--- src/rtl/pcm_cic_interp_pkg.sv ---
// Shared sizing and arithmetic helpers for the PCM CIC interpolator.
package pcm_cic_interp_pkg;

   // Working width for the saturating clamp; wide enough for any legal accumulator.
   localparam int SAT_W = 128;

   function automatic int acc_width(input int in_w, input int order, input int rate_log2);
      return in_w + order * rate_log2;
   endfunction

   // CIC interpolator gain is R^(N-1); dividing by it gives unity DC gain.
   function automatic int gain_shift(input int order, input int rate_log2);
      return (order - 1) * rate_log2;
   endfunction

   function automatic logic signed [SAT_W-1:0] sat_signed(input logic signed [SAT_W-1:0] v,
                                                          input int out_w);
      logic signed [SAT_W-1:0] hi;
      logic signed [SAT_W-1:0] lo;
      hi = $signed((SAT_W'(1) << (out_w - 1)) - SAT_W'(1));
      lo = ~hi;
      if (v > hi) return hi;
      else if (v < lo) return lo;
      else return v;
   endfunction

endpackage

--- src/rtl/pcm_cic_integ_stage.sv ---
// One CIC integrator: modular accumulator that advances only on enabled cycles.
module pcm_cic_integ_stage #(
   parameter int W = 33
) (
   input  logic         clk,
   input  logic         rst,
   input  logic         en,
   input  logic [W-1:0] add_i,
   output logic [W-1:0] acc_o
);
   logic [W-1:0] acc_q;
   logic [W-1:0] acc_d;

   assign acc_d = acc_q + add_i;

   always_ff @(posedge clk or posedge rst) begin
      if (rst) begin
         acc_q <= '0;
      end else if (en) begin
         acc_q <= acc_d;
      end
   end

   assign acc_o = acc_q;

endmodule

--- src/rtl/pcm_cic_interp.sv ---
// CIC interpolator: PCM in at one slot per 2^RATE_LOG2 enabled clks, one sample out per enabled clk, ORDER+2 cycle latency.
// A slot without in_valid feeds zero and latches underrun; PCM_CIC_INTERP_SAT_EN clamps instead of wrapping the output.
module pcm_cic_interp
   import pcm_cic_interp_pkg::*;
#(
   parameter int IN_W      = 24,
   parameter int OUT_W     = 24,
   parameter int ORDER     = 3,
   parameter int RATE_LOG2 = 3
) (
   input  logic             clk,
   input  logic             rst,
   input  logic             en,
   input  logic [IN_W-1:0]  in_data,
   input  logic             in_valid,
   output logic             in_ready,
   output logic [OUT_W-1:0] out_data,
   output logic             out_valid,
   output logic             underrun,
   input  logic             clr_underrun
);
   localparam int ACC_W = acc_width(IN_W, ORDER, RATE_LOG2);
   localparam int SHIFT = gain_shift(ORDER, RATE_LOG2);

   logic [RATE_LOG2-1:0]    phase_q, phase_d;
   logic                    slot;
   logic [ACC_W-1:0]        x;
   logic [ACC_W-1:0]        dly_q [ORDER];
   logic [ACC_W-1:0]        dly_d [ORDER];
   logic [ACC_W-1:0]        comb_out;
   logic [ACC_W-1:0]        stuff_q, stuff_d;
   logic [ACC_W-1:0]        integ [ORDER+1];
   logic signed [ACC_W-1:0] y;
   logic signed [SAT_W-1:0] y_ext, y_lim;
   logic                    unused_y_hi;
   logic [OUT_W-1:0]        out_data_q, out_data_d;
   logic                    out_valid_q;
   logic                    underrun_q, underrun_d;

   assign phase_d  = phase_q + RATE_LOG2'(1);
   assign in_ready = (phase_q == '0);
   assign slot     = en & in_ready;
   assign x        = in_valid ? {{(ACC_W-IN_W){in_data[IN_W-1]}}, in_data} : '0;

   // Comb chain runs at the slot rate, so its delays only capture on a slot.
   always_comb begin
      logic [ACC_W-1:0] c;
      c = x;
      for (int k = 0; k < ORDER; k++) begin
         dly_d[k] = c;
         c        = c - dly_q[k];
      end
      comb_out = c;
   end

   assign stuff_d  = slot ? comb_out : '0;
   assign integ[0] = stuff_q;

   for (genvar k = 0; k < ORDER; k++) begin : g_integ
      pcm_cic_integ_stage #(.W(ACC_W)) u_stage (
         .clk   (clk),
         .rst   (rst),
         .en    (en),
         .add_i (integ[k]),
         .acc_o (integ[k+1])
      );
   end

   assign y     = $signed(integ[ORDER]) >>> SHIFT;
   assign y_ext = SAT_W'(y);
`ifdef PCM_CIC_INTERP_SAT_EN
   assign y_lim = sat_signed(y_ext, OUT_W);
`else
   assign y_lim = y_ext;
`endif
   assign out_data_d  = y_lim[OUT_W-1:0];
   assign unused_y_hi = ^y_lim[SAT_W-1:OUT_W];

   // A new underrun outranks a simultaneous clear.
   assign underrun_d = (slot & ~in_valid) | (underrun_q & ~clr_underrun);

   always_ff @(posedge clk or posedge rst) begin
      if (rst) begin
         phase_q     <= '0;
         stuff_q     <= '0;
         out_data_q  <= '0;
         out_valid_q <= 1'b0;
         underrun_q  <= 1'b0;
         for (int k = 0; k < ORDER; k++) dly_q[k] <= '0;
      end else begin
         out_valid_q <= en;
         underrun_q  <= underrun_d;
         if (en) begin
            phase_q    <= phase_d;
            stuff_q    <= stuff_d;
            out_data_q <= out_data_d;
         end
         if (slot) begin
            for (int k = 0; k < ORDER; k++) dly_q[k] <= dly_d[k];
         end
      end
   end

   assign out_data  = out_data_q;
   assign out_valid = out_valid_q;
   assign underrun  = underrun_q;

endmodule

--- config.mk ---
export PLATFORM = sky130hd
export DESIGN_NAME = pcm_cic_interp
export DESIGN_NICKNAME = d
export VERILOG_FILES = /design/src/rtl/pcm_cic_interp_pkg.sv /design/src/rtl/pcm_cic_integ_stage.sv /design/src/rtl/pcm_cic_interp.sv
export SDC_FILE = /design/constraint.sdc
export NUM_CORES = 1
export LEC_CHECK = 0
export CORE_AREA = 2 2 187 189
export DETAILED_ROUTE_END_ITERATION = 12
export DIE_AREA = 0 0 189 191
export GPL_TIMING_DRIVEN = 0
export HOLD_SLACK_MARGIN = 0.08
export PLACE_DENSITY = 0.67
export SLEW_MARGIN = 20
export SYNTH_ARGS = -nofsm -noshare
export SYNTH_HDL_FRONTEND = slang
export SYNTH_SLANG_ARGS = --single-unit
--- constraint.sdc ---
create_clock -name clk -period 12.2 [get_ports clk]
set_input_delay 1.83 -clock clk [delete_from_list [all_inputs] [get_ports clk]]
set_output_delay 1.83 -clock clk [all_outputs]
set_load 0.02 [all_outputs]
# Word level (Yosys, flattened, before mapping)
# Index checks and enable logic that the tools add are counted.
[word_totals]
rom_bits = 0
ramBits = 0
reg_bits = 260
word_cells = 27
mem_count = 0
latchBits = 0
in_bits = 29
[op_classes]
n_mul = 0
order_cmp = 0
div_mod_pow = 0
shifts = 0
eq_ne = 0
reduce_logical = 1
mux = 2
bitwise_logic = 6
n_addsub = 7
[op_table]
columns = ["operator", "count"]
rows = [
  ["33-bit adder", 3],
  ["33-bit subtractor", 3],
  ["33-bit two-way mux", 2],
  ["3-bit by 1-bit adder with 3-bit output, second input constant", 1],
  ["1-bit bitwise AND", 3],
  ["3-bit zero test", 1],
  ["1-bit NOT", 2],
  ["1-bit OR", 1],
]

# Longest topological paths before layout
[depth]
word_depth = 5
depth_mapped = 34
depth_no_buf = 33

# Modules after synthesis
# A second synthesis with hierarchy kept.
[unflattened]
hier_cells = 2232
hier_area_um2 = 20154.3
[modules_own_cells]
columns = ["module", "area_per_inst_um2", "cells_each", "instances"]
rows = [
  ["pcm_cic_interp", 10289.9, 1140, 1],
  ["pcm_cic_integ_stage", 3288.2, 364, 3],
]

# Worst setup path before layout
# OpenSTA, ideal clock, no wires.
[synth_path]
kind = "input port to flip-flop"
startpoint = "input in_valid"
endpoint = "register stuff_q[29]"
setup_ps = 69
setup_slack_ps = 4570
cell_stages = 32
t_arrival_ps = 7561
n_path_buf = 1
cell_sequence = "clkbuf_1 -> nand2_1 -> ha_1 -> inv_1 -> fa_1 -> a21o_1 -> a21oi_1 -> o21ai_1 -> a21oi_1 -> o21bai_1 -> a21o_1 -> a31o_2 -> a21oi_1 -> xnor2_1 -> ha_1 -> nand3_1 -> or4_1 -> a211oi_2 -> o21ai_1 -> a21boi_1 -> nor2_1 -> o21bai_1 -> a21oi_1 -> xnor2_1 -> ha_1 -> a21o_1 -> a21o_1 -> a21oi_1 -> o21ai_0 -> a41o_1 -> or3_1 -> nand3_1"
[synth_lines]
columns = ["element", "line_no", "source"]
rows = [
  ["start, declared", "pcm_cic_interp.sv:15", "input logic in_valid,"],
  ["end signal, assigned", "pcm_cic_interp.sv:95", "stuff_q <= stuff_d;"],
  ["end, declared", "pcm_cic_interp.sv:31", "logic [ACC_W-1:0] stuff_q, stuff_d;"],
]

==> out/metrics.sh <==
CRITPATHMAXSTAGEDELAY_NS=0.55
GRT_START_MAX_NET_PINS=109
LAYOUT.CELLS.MOST_COMMON_LIST='233 x sky130_fd_sc_hd__dfrtp_1, 171 x sky130_fd_sc_hd__ha_1, 149 x sky130_fd_sc_hd__nand2_1'
DRT_FIRST_PASS_ITERS=5
TRITONCTS_CLOCK_TREE='done'
CLK_ROOT_BUFFER_CELL='sky130_fd_sc_hd__clkbuf_16'
MULTI_INPUT_COMB_AREA_MM2=0.0103
CHIPHEIGHT_UM=191
CORE_AREA_MM2=0.0341
YOSYSWARNINGCOUNT=0
CAP_VIOL_MAX_COUNT=0
WORST-SLEW-PIN-TRANSITION_NS=0.873
SYNTH_TOP_CELL_BY_AREA='sky130_fd_sc_hd__dfrtp_1'
ROUTE.FINAL.WIRE_LENGTH_MM=37.1
REMAINING_DESIGN_RULE_VIOLATION_COUNT=0
RESIZED_GATES_AFTER_CTS=0
SYNTH_LARGEST_TYPE_AREA_FRACTION_PCT=34.5
SETUP_TNS_NS=0
CRITICAL_PATH_CLASS='in2reg'
CRITICAL-PATH-SLOWEST-CELL='sky130_fd_sc_hd__clkdlybuf4s50_1'
BIGGEST_AREA_CONTRIBUTORS_IN_THE_SYNTHESIZED_NETLIST='sky130_fd_sc_hd__dfrtp_1 35%, sky130_fd_sc_hd__ha_1 13%, sky130_fd_sc_hd__mux2_2 6.4%'
RSZ_0062_RAISED_AFTER_GLOBAL_ROUTING='no'
NUMPORTBUFFERS=55
CTSLONGESTPATHBUFFERS=3
FIN_WORST_SKEW_NS=0.0163
LAYOUT_WORST_PATH_CYCLE_SHARE_PCT=73.2
ROUTED_WL_PER_CELL_UM=15.5
SETUP_VIOL_COUNT_FINAL=0
SYNTH_SEQ_CELLS=233
SYN_AREA_PER_CELL_UM2=9.21
SYNTH.CELL_AREA_MM2=0.0169
FLOW.AREA_GROWTH_FROM_SYNTHESIS_PCT=13.0
TOP_LEVEL_PORTS=56
FLOORPLAN.INITIALDENSITY_PCT=49.5
LAYOUT.NETS=2129
DIE-AREA_MM2=0.0361
WORSTPATHARRIVAL_NS=9.43
FLOORPLAN.DIE.WIDTH_UM=189
POST_CTS_HOLD_BUFFER_COUNT=0
HOLDCRITPATHCLASS='reg2reg'
PROPORTION_OF_REGISTER_BITS_WITH_ASYNCHRONOUS_SET_OR_RESET_AFTER_SYNTHESIS_PCT=100
ROUTABILITYCONGESTION=0.881
YS_TYPES=88
RUN_STATUS='finished clean'
CRIT_PATH_MAX_FANOUT=10
TIMING.FINAL.MAX_SLEW_VIOLATIONS=0
NUMCLOCKSINKS=233
FP-ROW-COUNT=68
CRITICAL_PATH_REQUIRED_NS=12.70
ANTENNA_CELLS=0
VIA_COUNT=13300
POSTCTSSETUPREPAIRBUFS=0
GLOBALROUTE.TOTALOVERFLOW=0
GRT_USE_TOTAL_PCT=21.2
CTS_INSERTED_BUFFERS=29
POST_ROUTE_MINIMUM_PERIOD_NS=8.93
PART_OF_THE_YOSYS_AREA_USED_FOR_SEQUENTIAL_ELEMENTS_PCT=34.5
FINAL-HOLD-VIOLATION-COUNT=0
MOSTFREQUENTLAYOUTCELL='sky130_fd_sc_hd__dfrtp_1'
GRT_ANTENNA_BEFORE_REPAIR=0
CLOCK.FMAX_MHz=112
DRIVE_ABOVE_1_SHARE_PCT=9.10
DRT_ITER0_MARKERS=546
NUMBER_OF_GLOBAL_ROUTE_VIAS_BEFORE_REPAIR=13200
SYNTH_NETS=2041
WORST_SLEW_MARGIN_REL_PCT=41.8
POSTROUTEANTENNANETS=0
DP_HPWL_MM=28.1
SYNTHFLOPTYPE='sky130_fd_sc_hd__dfrtp_1'
SETUP.WORST_PATH.START_CLASS='input port'
HTREE_LEVELS=1
REGISTER_AREA_MM2=0.00583
CRITICAL_PATH.MOST_COMMON_CELL='sky130_fd_sc_hd__a21oi_1'
CRITICAL_PATH.ENDPOINT_TYPE='flop'
SYNTHESIS.INSTANCES=1835
GLOBAL_ROUTE_WIRE_LENGTH_BEFORE_REPAIR_MM=63.2
WORST_SETUP_HOLD_PATH_CLK_SLEW_NS=0.06
SYNTH-EDFF-COUNT=0
CLKLATENCYLATEPIN_NS=0.58
FILLCELL_TOTAL=3041
DRT-VIAS-PER-INSTANCE=5.52
## flip-flops by register name (all words and copies together) (netlist names)
signal,cells
dly_q,84
g_integ.u_stage.acc_o,90
out_data,24
out_valid,1
phase_q,3
stuff_q,30
underrun,1
## cell families after synthesis
family                   after synthesis  share of synthesized area (%)
AO/OA/AOI/OAI                        548                           21.2
XOR/XNOR                             132                           6.92
adder cells (fa/ha/maj)              177                           13.4
buffers and inverters                192                           4.26
flip-flops                           233                           34.5
multiplexers                         101                           6.69
AND/OR/NAND/NOR                      452                           13.0
## path summary, 6_finish.rpt
path,end,start,depth (start not counted),slack (ns)
min,g_integ[2].u_stage.acc_o[29],g_integ[2].u_stage.acc_o[29],1,0.47
min reg2reg,g_integ[2].u_stage.acc_o[29],g_integ[2].u_stage.acc_o[29],1,0.47
min in group asynchronous,dly_q[71],rst,2,1.63
max reg2reg,stuff_q[29],dly_q[66],30,5.20
max,stuff_q[29],in_valid,33,3.27
max in group asynchronous,g_integ[2].u_stage.acc_o[28],rst,4,9.33
## cell usage after synthesis (all sizes together), types with 37 or more instances
library cell  instances
o21ai               158
nor2                 91
nand2               149
a21o                 64
a21oi               131
dfrtp               233
nand3                37
ha                  171
inv                 142
xor2                 43
mux2                 96
xnor2                88
clkbuf               45
## area by class of cell
type | instances | share of cell area, %
Inverter | 142 | 2.83
Clock inverter | 11 | 0.773
Timing Repair Buffer | 57 | 3.17
Tap cell | 455 | 2.98
Sequential cell | 233 | 30.5
Buffer | 50 | 0.983
Multi-Input combinational cell | 1410 | 54.2
Clock buffer | 42 | 4.53
## stage by stage
| step | util, % | instance area (µm²) | setup WS [ns] | instances | hold slack [ns] |
|---|---|---|---|---|---|
| finish | 56.0 | 19100 | 3.27 | 2400 | 0.467 |
| global route | 56.0 | 19100 | 2.97 | 2400 | 0.487 |
| CTS | 56.0 | 19100 | 3.36 | 2400 | 0.469 |
| detailed placement | 53.0 | 18100 | 2.83 | 2347 | 0.458 |
| global placement | 52.8 | 18000 | 0.992 | 2345 | 0.452 |
| floorplan | - | 16900 | 3.98 | 1835 | 0.436 |
## metal layers
layer | vias to the layer above | wire, µm | global-route usage, %
met5 | - | 0 | 0
li1 | 6806 | - | -
met2 | 221 | 18000 | 38.4
met1 | 6167 | 16900 | 26.4
met4 | 0 | 1010 | 6.25
met3 | 61 | 1220 | 2.52
## critical path, delay by kind of cell
family                   cells  cell delay [ns]
buffers and inverters        3             0.93
AO/OA/AOI/OAI               18             3.57
adder cells (fa/ha/maj)      4             1.35
XOR/XNOR                     2             0.36
AND/OR/NAND/NOR              6             1.37
Power is not shown: default switching activity piles up to over one toggle a cycle in this logic, so the estimate is an artifact.
